$ cat config.mk
export PLATFORM = sky130hd
export DESIGN_NAME = lsu_mem_stage
export DESIGN_NICKNAME = d
export VERILOG_FILES = /design/src/rtl/lsu_mem_stage.sv
export SDC_FILE = /design/constraint.sdc
export NUM_CORES = 1
export LEC_CHECK = 0
export CORE_UTILIZATION = 51
export DETAILED_ROUTE_END_ITERATION = 12
export PLACE_DENSITY_LB_ADDON = 0.1
export SYNTH_ARGS = -nofsm -noshare
export SYNTH_HDL_FRONTEND = slang
export SYNTH_SLANG_ARGS = --single-unit
$ cat constraint.sdc
create_clock -name clock -period 11.52 [get_ports clock]
set_input_delay 1.728 -clock clock [delete_from_list [all_inputs] [get_ports clock]]
set_output_delay 1.728 -clock clock [all_outputs]
set_load 0.01 [all_outputs]
$ cat src/rtl/lsu_mem_stage.sv
// MEM-stage load/store unit: legality check on accept, a single outstanding
// word-aligned data-memory access, and load extraction toward writeback.
module lsu_mem_stage #(
  parameter int TIMEOUT_CYCLES = 256,
  parameter int CNT_W          = 9
) (
  input  logic        clock,
  input  logic        reset,
  input  logic        ex_valid,
  input  logic        ex_mem_read,
  input  logic        ex_mem_write,
  input  logic [2:0]  ex_funct3,
  input  logic [31:0] ex_addr,
  input  logic [31:0] ex_write_data,
  input  logic [4:0]  ex_rd_addr,
  output logic        busy,
  output logic        dmem_req_valid,
  input  logic        dmem_req_ready,
  output logic [31:0] dmem_req_addr,
  output logic        dmem_req_we,
  output logic [3:0]  dmem_req_wstrb,
  output logic [31:0] dmem_req_wdata,
  input  logic        dmem_resp_valid,
  input  logic [31:0] dmem_resp_rdata,
  output logic        wb_valid,
  output logic [4:0]  wb_rd_addr,
  output logic [31:0] wb_data,
  output logic        misaligned_fault,
  output logic        bus_error,
  output logic [31:0] fault_addr
);

  typedef enum logic [1:0] {
    S_IDLE = 2'd0,
    S_REQ  = 2'd1,
    S_WAIT = 2'd2
  } state_t;

  localparam bit               LP_TO_EN = (TIMEOUT_CYCLES != 0);
  localparam logic [CNT_W-1:0] LP_LAST  =
    (TIMEOUT_CYCLES == 0) ? '0 : CNT_W'(TIMEOUT_CYCLES - 1);

  state_t           r_state;
  logic [CNT_W-1:0] r_count;
  logic [31:0]      r_addr;
  logic             r_we;
  logic [2:0]       r_funct3;
  logic [4:0]       r_rd;
  logic [3:0]       r_wstrb;
  logic [31:0]      r_wdata;
  logic             r_wb_valid;
  logic [4:0]       r_wb_rd;
  logic [31:0]      r_wb_data;
  logic             r_misaligned;
  logic             r_bus_error;
  logic [31:0]      r_fault_addr;

  logic             w_accept;
  logic             w_legal;
  logic [3:0]       w_st_wstrb;
  logic [31:0]      w_st_wdata;
  logic [7:0]       w_byte;
  logic [15:0]      w_half;
  logic [31:0]      w_load_data;
  logic             w_timeout;

  assign w_accept  = ex_valid && (ex_mem_read ^ ex_mem_write);
  assign w_timeout = LP_TO_EN && (r_count == LP_LAST);

  // Loads have two extra legal encodings (LBU/LHU); stores only SB/SH/SW.
  always_comb begin
    w_legal = 1'b0;
    if (ex_mem_read) begin
      case (ex_funct3)
        3'b000, 3'b100: w_legal = 1'b1;
        3'b001, 3'b101: w_legal = ~ex_addr[0];
        3'b010:         w_legal = (ex_addr[1:0] == 2'b00);
        default:        w_legal = 1'b0;
      endcase
    end else begin
      case (ex_funct3)
        3'b000:  w_legal = 1'b1;
        3'b001:  w_legal = ~ex_addr[0];
        3'b010:  w_legal = (ex_addr[1:0] == 2'b00);
        default: w_legal = 1'b0;
      endcase
    end
  end

  always_comb begin
    w_st_wstrb = 4'b0000;
    w_st_wdata = 32'h0;
    if (ex_mem_write) begin
      case (ex_funct3[1:0])
        2'b00: begin
          w_st_wstrb = 4'b0001 << ex_addr[1:0];
          w_st_wdata = {4{ex_write_data[7:0]}};
        end
        2'b01: begin
          w_st_wstrb = ex_addr[1] ? 4'b1100 : 4'b0011;
          w_st_wdata = {2{ex_write_data[15:0]}};
        end
        default: begin
          w_st_wstrb = 4'b1111;
          w_st_wdata = ex_write_data;
        end
      endcase
    end
  end

  always_comb begin
    case (r_addr[1:0])
      2'b00:   w_byte = dmem_resp_rdata[7:0];
      2'b01:   w_byte = dmem_resp_rdata[15:8];
      2'b10:   w_byte = dmem_resp_rdata[23:16];
      default: w_byte = dmem_resp_rdata[31:24];
    endcase
    w_half = r_addr[1] ? dmem_resp_rdata[31:16] : dmem_resp_rdata[15:0];
    case (r_funct3)
      3'b000:  w_load_data = {{24{w_byte[7]}}, w_byte};
      3'b100:  w_load_data = {24'h0, w_byte};
      3'b001:  w_load_data = {{16{w_half[15]}}, w_half};
      3'b101:  w_load_data = {16'h0, w_half};
      default: w_load_data = dmem_resp_rdata;
    endcase
  end

  // Response wins over timeout when both land on the last WAIT cycle.
  always_ff @(posedge clock or posedge reset) begin
    if (reset) begin
      r_state      <= S_IDLE;
      r_count      <= '0;
      r_addr       <= 32'h0;
      r_we         <= 1'b0;
      r_funct3     <= 3'b000;
      r_rd         <= 5'd0;
      r_wstrb      <= 4'b0000;
      r_wdata      <= 32'h0;
      r_wb_valid   <= 1'b0;
      r_wb_rd      <= 5'd0;
      r_wb_data    <= 32'h0;
      r_misaligned <= 1'b0;
      r_bus_error  <= 1'b0;
      r_fault_addr <= 32'h0;
    end else begin
      r_wb_valid   <= 1'b0;
      r_misaligned <= 1'b0;
      r_bus_error  <= 1'b0;
      case (r_state)
        S_IDLE: begin
          if (w_accept) begin
            if (!w_legal) begin
              r_misaligned <= 1'b1;
              r_fault_addr <= ex_addr;
            end else begin
              r_addr   <= ex_addr;
              r_we     <= ex_mem_write;
              r_funct3 <= ex_funct3;
              r_rd     <= ex_rd_addr;
              r_wstrb  <= w_st_wstrb;
              r_wdata  <= w_st_wdata;
              r_state  <= S_REQ;
            end
          end
        end
        S_REQ: begin
          if (dmem_req_ready) begin
            r_count <= '0;
            r_state <= r_we ? S_IDLE : S_WAIT;
          end
        end
        S_WAIT: begin
          if (dmem_resp_valid) begin
            r_wb_valid <= 1'b1;
            r_wb_rd    <= r_rd;
            r_wb_data  <= w_load_data;
            r_state    <= S_IDLE;
          end else if (w_timeout) begin
            r_bus_error  <= 1'b1;
            r_fault_addr <= r_addr;
            r_state      <= S_IDLE;
          end else begin
            r_count <= r_count + 1'b1;
          end
        end
        default: r_state <= S_IDLE;
      endcase
    end
  end

  assign busy             = (r_state != S_IDLE);
  assign dmem_req_valid   = (r_state == S_REQ);
  assign dmem_req_addr    = {r_addr[31:2], 2'b00};
  assign dmem_req_we      = r_we;
  assign dmem_req_wstrb   = r_wstrb;
  assign dmem_req_wdata   = r_wdata;
  assign wb_valid         = r_wb_valid;
  assign wb_rd_addr       = r_wb_rd;
  assign wb_data          = r_wb_data;
  assign misaligned_fault = r_misaligned;
  assign bus_error        = r_bus_error;
  assign fault_addr       = r_fault_addr;

endmodule

* After elaboration in Yosys (flattened, before gate mapping) *
Index checks and enable logic that the tools add are counted.

word-level totals
  flip-flop bits (word level) = 160
  input port bits = 111
  output and inout port bits = 143
  logic and storage cells = 91

operators by class
  add/subtract/negate cells = 1
  equality and inequality tests = 21
  shifts and indexed selects = 1
  mux-type cells = 35
  bitwise operators = 2
  reductions and logical operators = 17

operators with widths
  operator                                                         number
  32-bit 2-to-1 mux                                                5
  32-bit one-hot mux with 2 select lines                           2
  32-bit one-hot mux with 4 select lines                           1
  9-bit 2-to-1 mux                                                 3
  8-bit one-hot mux with 3 select lines                            1
  9-bit one-hot mux with 2 select lines                            1
  16-bit 2-to-1 mux                                                1
  3-bit == test, second input constant                             4
  2-bit 2-to-1 mux                                                 6
  2-bit != test, second input constant                             6
  9-bit by 1-bit adder with 9-bit output, second input constant    1
  9-bit by 8-bit == test with 1-bit output, second input constant  1
  1-bit 2-to-1 mux                                                 9
  2-bit zero test                                                  4
  4-bit 2-to-1 mux                                                 2
  4-bit one-hot mux with 2 select lines                            1
  4-bit AND reduction                                              2
  2-bit by 1-bit == test with 1-bit output, second input constant  3
  3-bit by 1-bit == test with 1-bit output, second input constant  2
  3-bit zero test                                                  2
  1-bit one-hot mux with 3 select lines                            2
  2-bit one-hot mux with 3 select lines                            1
  2-bit nonzero test                                               3
  5-bit AND reduction                                              1
  other kinds (11)                                                 13

* Depth between registers and ports, before layout *
Gate-level depths: netlist of run 1.

  depth after elaboration = 7
  mapped depth = 7
  depth with buffers taken out = 7

* Least setup slack after synthesis of run 1 *
Ideal clock, no wire load.

  kind = input -> register
  from = input ex_funct3[0]
  to = register r_addr[0]
  library setup time = 0.125 ns
  data arrival time = 2.984 ns
  data required time = 11.395 ns
  setup slack = 8.411 ns
  cell stages on the path = 6
  path buffers = 2
  path through = nor4_4 > a21oi_2 > buf_4 > nor2_1 > buf_2 > mux2_2

between the ends
  word-level cells in the longest chain between the ends = 5
  elaborated cells on any way between the ends = 11
  those cells by class = 4 x eq/ne; 3 x mux; 4 x reduce/logical

ends and longest elaborated chain
  element                                                           line    RTL
  start: declaration                                                12      input logic [2:0] ex_funct3,
  3-bit by 1-bit == test with 1-bit output (tied with other cells)  74, 81
  2-bit OR reduction                                                74      case (ex_funct3)
  1-bit one-hot mux with 3 select lines                             74
  1-bit 2-to-1 mux (*)                                              73      if (ex_mem_read) begin
  3-bit AND reduction (no source line) (*)                          n/a
  end signal: assignment                                            156     r_addr <= ex_addr;
  end: declaration                                                  45      logic [31:0] r_addr;

Every way passes the cells marked *; elsewhere a longest branch is shown, timed or not.
A chain may end at the register's enable or synchronous reset.

* Worst setup path after layout of run 1 *
  from = input ex_funct3[0]
  to = register r_we, in the netlist dmem_req_we

between the ends
  word-level cells in the longest chain between the ends = 5
  elaborated cells on any way between the ends = 11
  those cells by class = 4 x eq/ne; 3 x mux; 4 x reduce/logical

ends and longest elaborated chain
  element                                                           line    RTL
  3-bit by 1-bit == test with 1-bit output (tied with other cells)  74, 81
  2-bit OR reduction                                                74
  1-bit one-hot mux with 3 select lines                             74
  1-bit 2-to-1 mux (*)                                              73
  3-bit AND reduction (no source line) (*)                          n/a
  end signal: assignment                                            157     r_we <= ex_mem_write;
  end: declaration                                                  46      logic r_we;

Marks and branches as above.

==> results.toml, run 1 <==
[pwr]
comb_power_share = 0.379
sw_frac_of_total = 0.307
p_clk_frac = 0.236
p_leak_nw = 4.71
peakVddDrop_uv = 130
cellPowerDensity_nw_per_um2 = 218
seqPwrFrac = 0.385
p_switching_uw = 731
p_int_mw = 1.65

[clock_network]
post_cts_buffers = 0
hold_buffers = 0
cts.path.max_buffers = 2
cts.sinks = 160
clock-root-buffer = "clkbuf_16"
htree_levels = 4
cts_made_buffers = 17
cts_tree = "yes"
clk_pin_slew_worst_paths_ps = 60
clk_latency_ps = 420
cts_resized = 0

[yosys]
synth_area_leader_cell = "dfrtp_1"
yosys.cell_types.count = 50
synthTopCellsByCount = "dfrtp_1 (160), nand2_1 (88), o21ai_0 (88)"
syn_inst = 716
yosysWarnings = 0
synth_area_um2 = 7980
ys_ff_latch = 160
syn_avg_cell_area_um2 = 11.1
yosysSeqAreaShare = 0.502
synthArstFlopShare = 1.00
synth_most_common_cell = "dfrtp_1"
synth_top_area_frac = 0.502
ys_top_cells_by_area = "dfrtp_1 (50%), mux2_2 (10%), mux2_4 (9.4%), o21ai_0 (5.5%), nand2_1 (4.1%)"
synth_ff_type = "dfrtp_1"
synth-edff-count = 0

[routing]
drt_iter0_drc = 492
ant_nets = 0
firstDrtPassIters = 5
vias_per_cell = 5.42
via_count = 6174
routedWlPerCell_um = 18.4
drc_errors = 0
postRouteWirelength_um = 20900

[worst_hold_path]
hold_depth = 2
worstHoldStart = "wb_rd_addr[4]$_DFFE_PP0P_"
hold_end = "wb_rd_addr[4]$_DFFE_PP0P_"
hold_class = "flip-flop to flip-flop"

[setup_path]
rr_endpoint = "dmem_req_we$_DFFE_PP0P_"
crit_path_max_fanout = 40
r2r_cells = 6
arrival_ps = 5010
r2r-start = "r_state[0]$_DFFE_PP0P_"
cp-start-kind = "input pin"
crit_required_ps = 11820
rrSetupSlack_ps = 8700
worstSetupEndpointType = "flip-flop"
timing_worst_setup_path_type = "input pin to flip-flop"

[run]
cap_viol_max_count = 0

[cells_and_area]
syn2layout_area_growth_pct = 37.1
antenna_cells = 0
drive_above_1_share = 0.184
fin_nets = 1028
post-route-cell-area_um2 = 10900
instances_no_fill = 1139

[floorplan]
core_area_um2 = 15300
die_x_um = 127
start_util = 0.523
die_area_um2 = 16200
fp-row-count = 45
ios = 254
die_height_um = 127

[sta]
fin_ws_ps = 6810
setup_viol = 0
finClkSkew_ps = 9.90
fin_crit_sh = 0.409
drv_slew = 0
fin_setup_tns_ps = 0
tightestPinTransition_ps = 1130
hold_viol = 0
relSlewSlack = 0.244
fin_crit_ps = 4710
rsz0062_at_grt = "no"
max_freq_ghz = 0.212

[place]
gp_congestion = 0.857
io_buffers = 251
preCtsSetupSlack_ps = 6360
place_inst = 1107
dp_hpwl_um = 14700
placed_cell_area_um2 = 10400

[global_routing]
overflow = 0
track_usage = 0.267
grt_max_degree = 97
antenna_found_initial = 0
grt_pass1_wl_um = 33500
grt_pass1_vias = 6349

[status]
status = "complete, no violations"
through the flow:
step / hold slack, ps / total power [mW] / util
after floorplan: 435 / 1.37 / -
after global placement: 445 / 1.80 / 0.678
after detailed placement: 464 / 1.83 / 0.678
after CTS: 482 / 2.40 / 0.718
after global routing: 491 / 2.51 / 0.718
final: 475 / 2.39 / 0.718
power groups by stage:
| stage | clock (mW) | sequential (mW) | combinational (mW) |
|---|---|---|---|
| after CTS | 0.570 | 0.919 | 0.911 |
| after global placement | 0 | 0.911 | 0.889 |
| final | 0.563 | 0.919 | 0.903 |
| after detailed placement | 0 | 0.923 | 0.907 |
| after global routing | 0.598 | 0.947 | 0.966 |
| after floorplan | 0 | 0.939 | 0.432 |
sequential cells by signal, indices dropped and copies added (netlist names), 2 cells and up:
| register | count |
|---|---|
| r_count | 9 |
| wb_data | 32 |
| r_funct3 | 3 |
| r_addr | 32 |
| fault_addr | 32 |
| dmem_req_wdata | 32 |
| dmem_req_wstrb | 4 |
| wb_rd_addr | 5 |
| r_rd | 5 |
| r_state | 2 |
layout make-up:
class                           count  area [um2]
Clock buffer                       24         492
Clock inverter                      8         104
Fill cell                        1074        4310
Inverter                           10        42.5
Multi-Input combinational cell    468        3480
Sequential cell                   160        4000
Tap cell                          211         264
Timing Repair Buffer              258        2560
cells in the final DEF, fill, tap and decap left out, types with 3 or more instances in the layout:
master,Yosys,final
a211oi_1,8,8
clkbuf_1,33,3
buf_4,34,7
and2_1,3,3
clkbuf_16,0,17
nand2_1,88,88
o22ai_1,3,3
clkdlybuf4s50_1,0,251
clkinvlp_4,0,4
a222oi_1,4,4
mux2_4,50,50
inv_1,9,8
nor2_1,27,27
nand3_1,38,38
o21ai_1,7,7
mux2_2,74,74
a21oi_1,10,10
o21ai_0,88,88
nor3b_1,7,7
xor2_1,7,7
dfrtp_1,160,160
nand2b_1,7,7
mux2i_1,11,11
nor2b_1,4,3
clkbuf_8,0,4
worst max-delay path, stage by stage:
cell             delay, ps
clkdlybuf4s50_1        940
a21oi_1                200
a21oi_2                180
buf_4                  330
or2_2                  700
buf_4                  510
mux2_2                 380
metal layers:
metal  up-vias  wire, um  GRT usage
met5         -         0          0
met4         0       320     0.0742
met2       250     10400      0.444
met1      3043      8880      0.341
met3        26      1340     0.0750
li1       2855         -          -
cell families (layout without fill, tap and decap cells):
| kind of cell | Yosys count | after routing | share of synthesized area |
|---|---|---|---|
| muxes | 138 | 138 | 0.218 |
| other | 1 | 2 | 0.000470 |
| buffers and inverters | 89 | 300 | 0.0643 |
| adders and majority gates | 2 | 2 | 0.00313 |
| DFF | 160 | 160 | 0.502 |
| xor gates and xnor gates | 7 | 7 | 0.00768 |
| AOI/OAI and AO/OA | 132 | 132 | 0.0950 |
| and+or+nand+nor | 187 | 187 | 0.110 |
how the worst max path moves through the flow:
stage                 startpoint                       to  depth (start not counted)
global placement    ex_funct3[0]  dmem_req_we$_DFFE_PP0P_                          7
global route        ex_funct3[0]   r_addr[23]$_DFFE_PP0P_                          7
floorplan                  reset      bus_error$_DFF_PP0_                          1
CTS                 ex_funct3[0]  dmem_req_we$_DFFE_PP0P_                          7
finish              ex_funct3[0]  dmem_req_we$_DFFE_PP0P_                          7
detailed placement  ex_funct3[0]   r_addr[23]$_DFFE_PP0P_                          7
(Power assumes the default switching activity.)
==> inputs of run 2 (changes only) <==
--- a/config.mk
+++ b/config.mk
@@ -5,7 +5,7 @@
 export SDC_FILE = /design/constraint.sdc
 export NUM_CORES = 1
 export LEC_CHECK = 0
-export CORE_UTILIZATION = 51
+export CORE_UTILIZATION = 47
 export DETAILED_ROUTE_END_ITERATION = 12
 export PLACE_DENSITY_LB_ADDON = 0.1
 export SYNTH_ARGS = -nofsm -noshare
==> constraint.sdc (replaced) <==
create_clock -name clock -period 4.8 [get_ports clock]
set_input_delay 0.72 -clock clock [delete_from_list [all_inputs] [get_ports clock]]
set_output_delay 0.72 -clock clock [all_outputs]
set_load 0.01 [all_outputs]
==> run 2 against run 1 <==
Against the previous run: non-clock buffer count rose by 4; final cell count increased by 1.1%; via count up 0.70%; power is 150% higher; global-route usage is 2.1 points lower; sequential cell count unchanged; first-iteration DRC count is 12% lower; final area up 1.2%; combinational power grew 140%; critical path depth did not move; sequential power is 140% higher; critical path type unchanged; critical endpoint is now r_addr[25]$_DFFE_PP0P_; highest routed layer unchanged.
==> results.toml, run 2 (synthesized netlist as in run 1, its figures left out) <==
[status]
status = "complete, no violations"

[floorplan]
start_util = 0.481
fp-row-count = 47
core_area_um2 = 16600
ios = 254
die_height_um = 132
die_area_um2 = 17500
die_x_um = 132

[clock_network]
htree_levels = 4
clk_latency_ps = 420
cts_resized = 0
post_cts_buffers = 0
cts_tree = "yes"
clock-root-buffer = "clkbuf_16"
cts.sinks = 160
clk_pin_slew_worst_paths_ps = 60
hold_buffers = 0
cts_made_buffers = 17
cts.path.max_buffers = 2

[place]
gp_congestion = 0.861
dp_hpwl_um = 15100
io_buffers = 251
place_inst = 1120

[sta]
fin_crit_ps = 3320
relSlewSlack = 0.323
setup_viol = 0
fin_crit_sh = 0.692
rsz0062_at_grt = "no"
finClkSkew_ps = 7.87
hold_viol = 0
max_freq_ghz = 0.301
tightestPinTransition_ps = 1010
drv_slew = 0
fin_setup_tns_ps = 0

[cells_and_area]
drive_above_1_share = 0.189
fin_nets = 1032
layout_commonest_cell = "clkdlybuf4s50_1"
instances_no_fill = 1152
syn2layout_area_growth_pct = 38.8
final_core_util = 0.668
antenna_cells = 0
most-common-layout-cells = "clkdlybuf4s50_1 (251), dfrtp_1 (160), o21ai_0 (88), nand2_1 (88), mux2_2 (74)"

[routing]
firstDrtPassIters = 5
via_count = 6217
drt_iter0_drc = 433
routedWlPerCell_um = 18.3
postRouteWirelength_um = 21100
drc_errors = 0
vias_per_cell = 5.40
ant_nets = 0

[setup_path]
timing_worst_setup_path_type = "input pin to flip-flop"
path_delay_family = "buffers and inverters"
crit_required_ps = 5110
cpMostUsedCell = "buf_4"
r2r_cells = 4
critical_path_buf_inv_count = 3
path_cells = "clkdlybuf4s50_1 > a21oi_1 > a21oi_2 > buf_4 > or2_2 > buf_4 > mux2_2"
worstSetupEndpointType = "flip-flop"
rrSetupSlack_ps = 2090
r2r-start = "r_state[0]$_DFFE_PP0P_"
rr_endpoint = "fault_addr[31]$_DFFE_PP0P_"
crit_path_max_fanout = 40
cp-start-kind = "input pin"
arrival_ps = 3630
max_stage_delay_ps = 810
slowest_stage = "or2_2"

[run]
cap_viol_max_count = 0

[global_routing]
overflow = 0
track_usage = 0.246
grt_pass1_wl_um = 33600
grt_pass1_vias = 6269
antenna_found_initial = 0
grt_max_degree = 90

[pwr]
cellPowerDensity_nw_per_um2 = 534
p_leak_nw = 4.78
peakVddDrop_uv = 286

[worst_hold_path]
hold_end = "wb_rd_addr[2]$_DFFE_PP0P_"
hold_depth = 2
worstHoldStart = "r_rd[2]$_DFFE_PP0P_"
hold_class = "flip-flop to flip-flop"
==> run 2: cell types whose count changed in the layout (fill, tap and decap cells not counted), sizes merged <==
| cell | previous run | this run |
|---|---|---|
| buf | 7 | 11 |
| clkbuf | 24 | 20 |
| inv | 10 | 11 |
| clkinvlp | 4 | 3 |
| bufinv | 2 | 6 |
==> run 2: area by class of cell <==
type	instances	area, um2
tap	220	275
inverter	10	41.3
clock inverter	12	230
clock buffer	20	447
sequential	160	4000
fill	1287	5500
timing repair buffer	262	2610
multi-input combinational	468	3480
==> run 2: worst max path at each step <==
stage                from                     end  cells past startpoint
5_1_grt        ex_addr[0]  r_addr[25]$_DFFE_PP0P_                      7
3_3_place_gp   ex_addr[0]  r_addr[25]$_DFFE_PP0P_                      7
4_1_cts        ex_addr[0]  r_addr[25]$_DFFE_PP0P_                      7
2_1_floorplan       reset     bus_error$_DFF_PP0_                      1
6_report       ex_addr[0]  r_addr[25]$_DFFE_PP0P_                      7
3_5_place_dp   ex_addr[0]  r_addr[25]$_DFFE_PP0P_                      7
==> run 2: where the power goes <==
group	switching, mW	internal (mW)	leakage [nW]
Clock	0.550	0.995	0.321
Sequential	0.372	1.82	1.99
Combinational	0.850	1.33	2.46
Total	1.77	4.15	4.78
==> run 2: metal layers <==
layer | share of wire | GRT usage | wire, um | up-vias
met2 | 0.49 | 0.398 | 10300 | 230
met3 | 0.065 | 0.0677 | 1380 | 36
met5 | 0 | 0 | 0 | -
met1 | 0.41 | 0.309 | 8750 | 3073
met4 | 0.031 | 0.108 | 657 | 0
li1 | - | - | - | 2878
==> run 2: worst min-delay path, delay by kind of cell, from the launching register on <==
kind	cells	cell delay (ps)
and+or+nand+nor	2	100
DFF	1	340
==> run 2: stage by stage <==
step                      hold WS, ps  power, mW  cell area, um2  worst slack, ps
after global routing              499       6.21           11100             1310
after detailed placement          451       4.40           10400             1080
after floorplan                   435       3.29            7990             2050
after CTS                         470       5.96           11100             1470
final                             465       5.92           11100             1480
after global placement            443       4.32           10400             1120
